File: src/rtl/mem_arb_pkg.sv
// Shared types for the 6502 / DMA memory-bus arbiter.
package mem_arb_pkg;
  typedef enum logic {OWN_CPU = 1'b0, OWN_DMA = 1'b1} owner_e;
  localparam int ADDR_W = 16;
  localparam int DATA_W = 8;
endpackage

File: src/rtl/mem_bus_arbiter.sv
// Single-owner arbiter sharing a sync-read RAM between the 6502 core and a DMA port.
// Read data returns one cycle after the beat; the core is back-pressured via cpu_rdy while DMA owns the bus.
module mem_bus_arbiter
  import mem_arb_pkg::*;
#(
  parameter int DMA_MAX_BURST = 4,
  parameter int CPU_MIN_SLOT  = 2
) (
  input  logic              clk,
  input  logic              reset,
  input  logic [ADDR_W-1:0] cpu_ab,
  input  logic [DATA_W-1:0] cpu_do,
  input  logic              cpu_we,
  output logic [DATA_W-1:0] cpu_di,
  output logic              cpu_rdy,
  input  logic              dma_req,
  input  logic [ADDR_W-1:0] dma_addr,
  input  logic              dma_we,
  input  logic [DATA_W-1:0] dma_wdata,
  output logic              dma_gnt,
  output logic              dma_rvalid,
  output logic [DATA_W-1:0] dma_rdata,
  output logic [ADDR_W-1:0] mem_addr,
  output logic              mem_we,
  output logic [DATA_W-1:0] mem_wdata,
  input  logic [DATA_W-1:0] mem_rdata
);

  localparam int BW = $clog2(DMA_MAX_BURST + 1);
  localparam int DW = $clog2(CPU_MIN_SLOT + 1);
  localparam logic [BW-1:0] BURST_LAST = BW'(DMA_MAX_BURST - 1);
  localparam logic [DW-1:0] DWELL_SAT  = DW'(CPU_MIN_SLOT);
  // The CPU cycle in progress counts toward the slot, so CPU_MIN_SLOT cycles are guaranteed.
  localparam logic [DW-1:0] DWELL_GO   = DW'(CPU_MIN_SLOT - 1);

  owner_e            own_q, own_d;
  logic [BW-1:0]     burst_cnt_q, burst_cnt_d;
  logic [DW-1:0]     dwell_cnt_q, dwell_cnt_d;
  logic              cpu_beat_q, cpu_beat_d;
  logic              dma_rd_q, dma_rd_d;
  logic [DATA_W-1:0] cpu_di_hold_q, cpu_di_hold_d;

  always_ff @(posedge clk or posedge reset) begin
    if (reset) begin
      own_q         <= OWN_CPU;
      burst_cnt_q   <= '0;
      dwell_cnt_q   <= DWELL_SAT;
      cpu_beat_q    <= 1'b0;
      dma_rd_q      <= 1'b0;
      cpu_di_hold_q <= '0;
    end else begin
      own_q         <= own_d;
      burst_cnt_q   <= burst_cnt_d;
      dwell_cnt_q   <= dwell_cnt_d;
      cpu_beat_q    <= cpu_beat_d;
      dma_rd_q      <= dma_rd_d;
      cpu_di_hold_q <= cpu_di_hold_d;
    end
  end

  always_comb begin
    own_d       = own_q;
    burst_cnt_d = burst_cnt_q;
    dwell_cnt_d = dwell_cnt_q;
    case (own_q)
      OWN_CPU: begin
        if (dma_req && (dwell_cnt_q >= DWELL_GO)) begin
          own_d       = OWN_DMA;
          burst_cnt_d = '0;
        end else if (dwell_cnt_q < DWELL_SAT) begin
          dwell_cnt_d = dwell_cnt_q + 1'b1;
        end
      end
      OWN_DMA: begin
        if (!dma_req || (burst_cnt_q == BURST_LAST)) begin
          own_d       = OWN_CPU;
          dwell_cnt_d = '0;
        end else begin
          burst_cnt_d = burst_cnt_q + 1'b1;
        end
      end
      default: own_d = OWN_CPU;
    endcase
  end

  always_comb begin
    mem_addr  = cpu_ab;
    mem_wdata = cpu_do;
    mem_we    = cpu_we;
    cpu_rdy   = 1'b1;
    dma_gnt   = 1'b0;
    if (own_q == OWN_DMA) begin
      mem_addr  = dma_addr;
      mem_wdata = dma_wdata;
      mem_we    = dma_req & dma_we;
      cpu_rdy   = 1'b0;
      dma_gnt   = dma_req;
    end
  end

  // Read-return tracking: the core sees held data across stalls, DMA sees a one-cycle valid.
  always_comb begin
    cpu_beat_d    = (own_q == OWN_CPU);
    dma_rd_d      = dma_gnt & ~dma_we;
    cpu_di_hold_d = cpu_beat_q ? mem_rdata : cpu_di_hold_q;
  end

  assign cpu_di     = cpu_beat_q ? mem_rdata : cpu_di_hold_q;
  assign dma_rvalid = dma_rd_q;
  assign dma_rdata  = mem_rdata;

endmodule
File: config.mk
export PLATFORM = sky130hd
export DESIGN_NAME = mem_bus_arbiter
export DESIGN_NICKNAME = d
export VERILOG_FILES = /design/src/rtl/mem_arb_pkg.sv /design/src/rtl/mem_bus_arbiter.sv
export SDC_FILE = /design/constraint.sdc
export NUM_CORES = 1
export LEC_CHECK = 0
export ABC_AREA = 1
export BUFFER_PORTS_ARGS = -buffer_cell sky130_fd_sc_hd__buf_2
export CAP_MARGIN = 25
export CORE_MARGIN = 4
export CORE_UTILIZATION = 39
export DETAILED_ROUTE_END_ITERATION = 12
export GPL_ROUTABILITY_DRIVEN = 0
export HOLD_SLACK_MARGIN = 0.15
export PLACE_DENSITY = 0.85
export SLEW_MARGIN = 20
export SYNTH_ARGS = -nofsm -noshare
export SYNTH_HDL_FRONTEND = slang
export SYNTH_SLANG_ARGS = --single-unit
File: constraint.sdc
create_clock -name clk -period 2.4 [get_ports clk]
set_clock_uncertainty 0.05 [all_clocks]
set_input_delay 0.12 -clock clk [delete_from_list [all_inputs] [get_ports clk]]
set_output_delay 0.12 -clock clk [all_outputs]
set_load 0.02 [all_outputs]
# --- After elaboration in Yosys (flattened, before gate mapping) ---
# Cells that the tools add are included.
# W data, S select, Z words.
op_classes:
  n_addsub: 2
  magnitude_cmp: 2
  eq_ne: 6
  n_mux: 16
  n_bitwise: 4
  n_reduce_logical: 5
ops:
  columns: ["operator", "n"]
  rows:
  - ["$mux W16", 1]
  - ["$mux W8", 2]
  - ["$mux W2", 3]
  - ["$mux W3", 2]
  - ["$ne A2 B1 Y1 const B", 3]
  - ["$pmux W3 S2", 1]
  - ["$mux W1", 5]
  - ["$ne A2 B2 Y1 const B", 2]
  - ["$pmux W2 S2", 1]
  - ["$add A3 B1 Y3 const B", 1]
  - ["$eq A3 B2 Y1 const B", 1]
  - ["$reduce_and A3 Y1", 1]
  - ["$add A2 B1 Y2 const B", 1]
  - ["$and A1 B1 Y1", 2]
  - ["$ge A2 B1 Y1 const B", 1]
  - ["$lt A2 B2 Y1 const B", 1]
  - ["$not A1 Y1", 2]
  - ["$pmux W1 S2", 1]
  - ["$reduce_and A2 Y1", 1]
  - ["$logic_and A1 B1 Y1", 1]
  - ["$logic_not A1 Y1", 1]
  - ["$logic_or A1 B1 Y1", 1]
word_totals:
  ff_bits: 16
  inputBits: 61
  out_inout_bits: 44
  wordCells: 41

# --- Logic depth before layout (Yosys ltp) ---
# Gate-level depths: netlist of run 1.
logic_depth:
  ltp_word: 4
  ltp_mapped: 7
  ltp_nobuf: 7

# --- Worst setup path before layout of run 1 ---
# Ideal clock, no wire load.
synth_timing:
  path_kind: "register to register"
  from: "register burst_cnt_q[0]"
  to: "register burst_cnt_q[0]"
  setup_ps: 120
  arrival_ps: 1122
  required_time_ps: 2230
  setup_slack_ps: 1108
  path_stages_with_launch: 7
  period_less_slack_ps: 1292
  cell_sequence: "dfrtp_1 > ha_1 > ha_1 > inv_1 > nand3_4 > nand2_1 > a21oi_2"
synth_via:
  elab_chain_len: 4
  word_cells_on_any_way: 7
  classes_between: "1 x add/sub; 2 x eq/ne; 2 x mux; 2 x reduce/logical"
synth_lines:
  columns: ["item", "line_no", "source"]
  rows:
  - ["start, declared", "mem_bus_arbiter.sv:37", "logic [BW-1:0] burst_cnt_q, burst_cnt_d;"]
  - ["start signal, assigned", "mem_bus_arbiter.sv:53", "burst_cnt_q <= burst_cnt_d;"]
  - ["branches (longest 4 deep; another with $add A3 B1 Y3)", null, null]
# Several ways; the timed one is not identified. The select of a mux whose other input is x is not followed.
# A chain may end at the register's enable or synchronous reset.

# --- Worst setup path after layout of run 1 ---
layout_timing:
  from: "register own_q"
  to: "output port mem_wdata[7]"
layout_via:
  elab_chain_len: 1
layout_lines:
  columns: ["item", "line_no", "source"]
  rows:
  - ["start, declared", "mem_bus_arbiter.sv:36", "owner_e own_q, own_d;"]
  - ["start signal, assigned", "mem_bus_arbiter.sv:52", "own_q <= own_d;"]
  - ["$mux W8", "mem_bus_arbiter.sv:92", "if (own_q == OWN_DMA) begin"]
  - ["end, declared", "mem_bus_arbiter.sv:25", "output logic [DATA_W-1:0] mem_wdata,"]
# Every way passes these cells.

==> results of run 1 <==
report_power, final:
group	total [uW]	leakage [uW]	switching (uW)	internal, uW
Clock	173	0.0000210	80.8	92.2
Combinational	1180	0.000840	748	429
Sequential	444	0.000192	64.7	380
Total	1790	0.00105	893	901
state kept, by name, summed over array words and instances, names as in the netlist:
register	cells
burst_cnt_q	3
own_q	1
dma_rvalid	1
cpu_di_hold_q	8
cpu_beat_q	1
dwell_cnt_q	2
worst max-delay path: stages, from the launching register on:
cell	delay [ns]
dfrtp_1	0.39
inv_1	0.35
buf_4	0.29
nand2_1	0.07
nand2_1	0.06
buf_2	0.16
per-layer routing:
layer,routed length (um),up-vias,track usage [%],share of wire (%)
met5,0,-,0,0
met4,27,0,4.644,0.88
met3,248,4,1.258,8.1
met2,1634,56,30.06,53
met1,1150,546,20.44,38
li1,-,659,-,-
cell type report:
cell class,count,area share [%]
clock buffer,4,2.126
multi-input combinational,107,31.74
tap,30,2.199
timing repair buffer,118,38.42
inverter,9,1.979
sequential,16,23.53
cell usage after synthesis, drive strengths merged:
library cell | count | area share (%)
o21ai | 2 | 0.91
a21oi | 1 | 0.80
ha | 3 | 3.4
dfrtp | 15 | 34
inv | 9 | 3.1
buf | 15 | 11
a22o | 1 | 0.80
dfstp | 1 | 2.4
nand2 | 80 | 28
nand4 | 2 | 1.1
nand3 | 5 | 3.9
mux2 | 8 | 8.2
nor2 | 5 | 2.4
layout by cell type (no fill, tap or decap):
master	instances
nand3_4	1
o21ai_0	1
inv_2	1
dlygate4sd3_1	12
a21oi_2	1
buf_4	2
mux2_2	8
buf_2	104
a22o_1	1
clkbuf_8	1
nand2_2	2
dfstp_2	1
nor2_4	1
nor2_1	4
nand3_1	3
o21ai_1	1
nand3_2	1
nand2_1	78
nand4_1	2
clkbuf_4	3
ha_1	3
inv_1	8
dfrtp_1	15
metrics by stage:
step / util, % / std cells
final: 65.89 / 284
after CTS: 65.89 / 284
after floorplan: - / 147
after detailed placement: 59.86 / 268
after global placement: 59.86 / 268
after global routing: 65.89 / 284
path summary, 6_finish.rpt:
check / from / depth (start not counted) / end / slack [ns]
max in group asynchronous: reset / 3 / cpu_di_hold_q[3] / 1.53
worst max-delay path: own_q / 5 / mem_wdata[7] / 0.62
min in group clk: burst_cnt_q[0] / 1 / burst_cnt_q[0] / 0.45
worst max register to register: own_q / 4 / dma_rvalid / 0.86
worst min register to register: burst_cnt_q[0] / 1 / burst_cnt_q[0] / 0.45
worst min-delay path: reset / 3 / cpu_beat_q / 0.38
kinds of logic (layout without fill, tap and decap cells):
group,Yosys count,in the layout
AO/OA/AOI/OAI,4,4
multiplexers,8,8
buffers and inverters,24,131
flip-flops,16,16
adder cells (fa/ha/maj),3,3
AND/OR/NAND/NOR,92,92
timing repair:
item / CTS / global route
buffers inserted: 0 / 0
hold buffers: 12 / 0
hold endpoints to repair: 25 / 0
==> qor.csv, run 1 <==
metric;value;unit
outcome;finished clean;
antennaDiodeCount;0;
fmax;562.6;MHz
rsz0062_at_grt;false;
setup_slack;0.6226;ns
synth_simple_gate_area_share;35.15;%
ys_ff_latch;16;
regArea;401.6;um^2
holdWs;0.3835;ns
post_cts_resized;0;
synth_mux_area_share;8.191;%
end_kind;output port;
hold_viol;0;
vdd_drop_max;0.7915;mV
clkLatencyLatePin;0.28;ns
drv_cap;0;
grt_pass1_vias;1169;
routed_via_density;4.454;
synth_top_family_by_area;simple AND/OR/NAND/NOR gates;
fillCellCount;217;
num_rows;18;
cp.required;2.23;ns
place_area;0.001550;mm^2
fp.dieH;61.11;um
total_power;1794;uW
relSlewSlack;60.73;%
ys_warn_count;0;
cts_sinks;16;
synth_compound_area_share;2.503;%
drt_iter0_drc;15;
cp-start-kind;register;
dp_hpwl;2378;um
p_per_area;1051;mW/mm^2
pre_cts_ws;0.8964;ns
routedWlPerCell;10.78;um
gr-usage-all-layers;16.40;%
yosys.area_share.adder;3.413;%
synth_xor_area_share;0;%
io_pins;105;
tightest_slew;0.5884;ns
cts_tree;yes;
setup_violations;0;
vias;1265;
min_path_type;in2async;
grt_pass1_wl;4761;um
antenna_left;0;
critPathArrivalTime;1.61;ns
fin_crit_sh;74.06;%
initial_core_util;42.46;%
synth_cell_types;21;
power_leakage;0.001053;uW
yosysSeqAreaShare;36.52;%
die-area;0.003734;mm^2
core;0.002590;mm^2
cts_max_level;1;
final_nets;319;
finalCriticalPeriod;1.777;ns
grt_max_degree;29;
timing.setup.tns;0;ns
clk_pin_slew;0.09;ns
maxSlewViolCount;0;
syn_area_per_cell;7.482;um^2
port_buffers;104;
drc;0;
grt_remaining_overflow;0;
cts-root-buf;clkbuf_4;
synth_cells;147;
area_delta_synth_final;55.18;%
netlist_area;0.001100;mm^2
drive_gt1_share;49.61;%
multiInputGateArea;541.8;um^2
synth_nets;211;
fin_area;0.001707;mm^2
clockBufferDepth;2;
drt_pre_antenna_iters;4;
cts_buffers;3;
antenna_found_initial;0;
die_w;61.11;um
crit_type;reg2out;
routed_wl;3061;um
cp_max_fo;16;
No activity file was read; power rests on OpenSTA's default activity.
==> inputs of run 2 (changes only) <==
--- a/config.mk
+++ b/config.mk
@@ -9,11 +9,11 @@
 export BUFFER_PORTS_ARGS = -buffer_cell sky130_fd_sc_hd__buf_2
 export CAP_MARGIN = 25
 export CORE_MARGIN = 4
-export CORE_UTILIZATION = 39
+export CORE_UTILIZATION = 33
 export DETAILED_ROUTE_END_ITERATION = 12
 export GPL_ROUTABILITY_DRIVEN = 0
 export HOLD_SLACK_MARGIN = 0.15
-export PLACE_DENSITY = 0.85
+export PLACE_DENSITY = 0.77
 export SLEW_MARGIN = 20
 export SYNTH_ARGS = -nofsm -noshare
 export SYNTH_HDL_FRONTEND = slang
==> constraint.sdc (replaced) <==
create_clock -name clk -period 1.4 [get_ports clk]
set_clock_uncertainty 0.05 [all_clocks]
set_input_delay 0.07 -clock clk [delete_from_list [all_inputs] [get_ports clk]]
set_output_delay 0.07 -clock clk [all_outputs]
set_load 0.02 [all_outputs]
==> qor.csv, run 2 (synthesis gave the netlist of run 1 again) <==
metric;value;unit;change
seqPwrFrac;19.8;%;-5.0 points
dp_hpwl;2439;um;+2.6%
slowest_stage;dfrtp_2;;
relSlewSlack;60.82;%;+0.094 points
num_rows;20;;+2
port_buffers;104;;unchanged
antenna_found_initial;0;;unchanged
gr-usage-all-layers;15.69;%;-0.71 points
fin_crit_sh;102.1;%;
final_util;65.96;%;+0.066 points
top_register;cpu_di_hold_q;;
finalCriticalPeriod;1.429;ns;
final_cell_mix;78 x buf_2, 63 x nand2_1, 27 x buf_6, 15 x nand2_2, 13 x dfrtp_1;;
clockBufferDepth;2;;unchanged
fp.dieH;65.73;um;+7.6%
final_common_cell;buf_2;;
cp_max_fo;8;;-8
setup_violations;9;;+9
setup_slack;-0.02872;ns;-0.6513 ns
hold_viol;0;;unchanged
outcome;complete, but fails checks;;
tightest_slew;0.5870;ns;-0.001406 ns
vias;1370;;+8.3%
cts_sinks;16;;unchanged
drt_iter0_drc;52;;+37
antenna_left;0;;unchanged
routed_wl;3801;um;+24%
routed_via_density;4.434;;-0.46%
critPathArrivalTime;1.31;ns;-0.30 ns
clkPwrFrac;7.7;%;-1.9 points
maxSlewViolCount;0;;unchanged
cp-start-kind;register;;
antennaDiodeCount;0;;unchanged
timing.setup.tns;-0.1842;ns;-0.1842 ns
min_path_type;in2async;;
io_pins;105;;unchanged
rsz0062_at_grt;true;;
cts_tree;yes;;
grt_max_degree;24;;-17%
power_frac_comb;72.5;%;+6.9 points
largestRegisters;cpu_di_hold_q x8, burst_cnt_q x3, dwell_cnt_q x2;;
initial_core_util;35.16;%;-7.3 points
drc;0;;unchanged
p_per_area;1928;mW/mm^2;+83%
area_delta_synth_final;87.60;%;
p_int;2174;uW;+140%
power_leakage;0.001175;uW;+12%
max_stage_delay;0.48;ns;+0.09 ns
cts_buffers;3;;unchanged
place_area;0.001590;mm^2;+2.6%
cp.required;1.28;ns;-0.95 ns
largest_reg_flops;8;;unchanged
die_w;65.73;um;+7.6%
clkLatencyLatePin;0.29;ns;about the same
fmax;699.9;MHz;
drt_pre_antenna_iters;4;;unchanged
switching_share;45.34;%;-4.4 points
cts_max_level;1;;unchanged
switching_power;1803;uW;+100%
cts-root-buf;clkbuf_4;;
fin_cells;309;;+8.8%
grt_pass1_wl;5340;um;+12%
drv_cap;0;;unchanged
crit_type;reg2out;;
drive_gt1_share;59.25;%;+9.6 points
routedWlPerCell;12.30;um;+14%
path_cells;mux2_2, buf_2;;
vdd_drop_max;0.9770;mV;+23%
fin_area;0.002063;mm^2;+21%
clk_pin_slew;0.09;ns;about the same
end_kind;output port;;
core;0.003128;mm^2;+21%
final_nets;330;;+3.4%
grt_remaining_overflow;0;;unchanged
dp.cells;285;;+6.3%
die-area;0.004320;mm^2;+16%
grt_pass1_vias;1307;;+12%
violations;setup timing;;
run 2: through the flow:
step / hold WS [ns] / power, uW / setup slack [ns]
4_1_cts: 0.3385 / 3402 / -0.02317
6_report: 0.3291 / 3977 / -0.02872
2_1_floorplan: -0.06698 / 2278 / 0.1081
3_3_place_gp: 0.1105 / 2810 / 0.06804
3_5_place_dp: 0.1117 / 2857 / 0.03008
5_1_grt: 0.3896 / 4265 / -0.06943
run 2: layout make-up:
| type | instances | area (um^2) |
|---|---|---|
| fillers | 247 | 1065 |
| well taps | 44 | 55.05 |
| inverters | 9 | 36.28 |
| clock buffers | 4 | 36.28 |
| flip-flops and latches | 16 | 404.1 |
| repair buffers | 129 | 932.1 |
| multi-input cells | 107 | 599.3 |
run 2: power groups by stage:
stage               logic, uW  registers (uW)  clock network [uW]
CTS                      2310             780                 309
floorplan                1550             725                   0
global route             3130             805                 332
global placement         2040             768                   0
finish                   2880             788                 305
detailed placement       2080             780                   0
run 2: repair_timing:
action                                  in CTS  in global routing
endpoints found under the setup margin      31                 38
gates cloned                                 0                  2
hold buffers                                11                  0
pin swaps                                    0                  4
setup buffers                                4                  3
hold endpoints to repair                    26                  0
resized for setup                           18                 60
run 2: worst paths after layout:
kind | start | end | slack (ns) | cells past startpoint
hold reg to reg | cpu_di_hold_q[1] | cpu_di_hold_q[1] | 0.45 | 1
hold / removal | reset | cpu_di_hold_q[7] | 0.33 | 3
setup reg to reg | own_q | dwell_cnt_q[0] | 0.07 | 7
max in group asynchronous | reset | cpu_beat_q | 0.56 | 3
min in group clk | cpu_ab[14] | mem_addr[14] | 0.37 | 4
setup / recovery | cpu_beat_q | cpu_di[2] | -0.03 | 2
run 2: worst max-delay path, delay by kind of cell, from the launching register on:
kind / cells / cell delay [ns]
buf+inv: 1 / 0.16
flops: 1 / 0.48
mux: 1 / 0.38
run 2: routing by layer:
layer / global-route usage [%] / vias to the layer above / wire (um)
li1: - / 683 / -
met1: 15.27 / 625 / 1235
met2: 31.29 / 58 / 2270
met3: 3.761 / 4 / 265
met4: 5.440 / 0 / 29
met5: 0 / - / 0
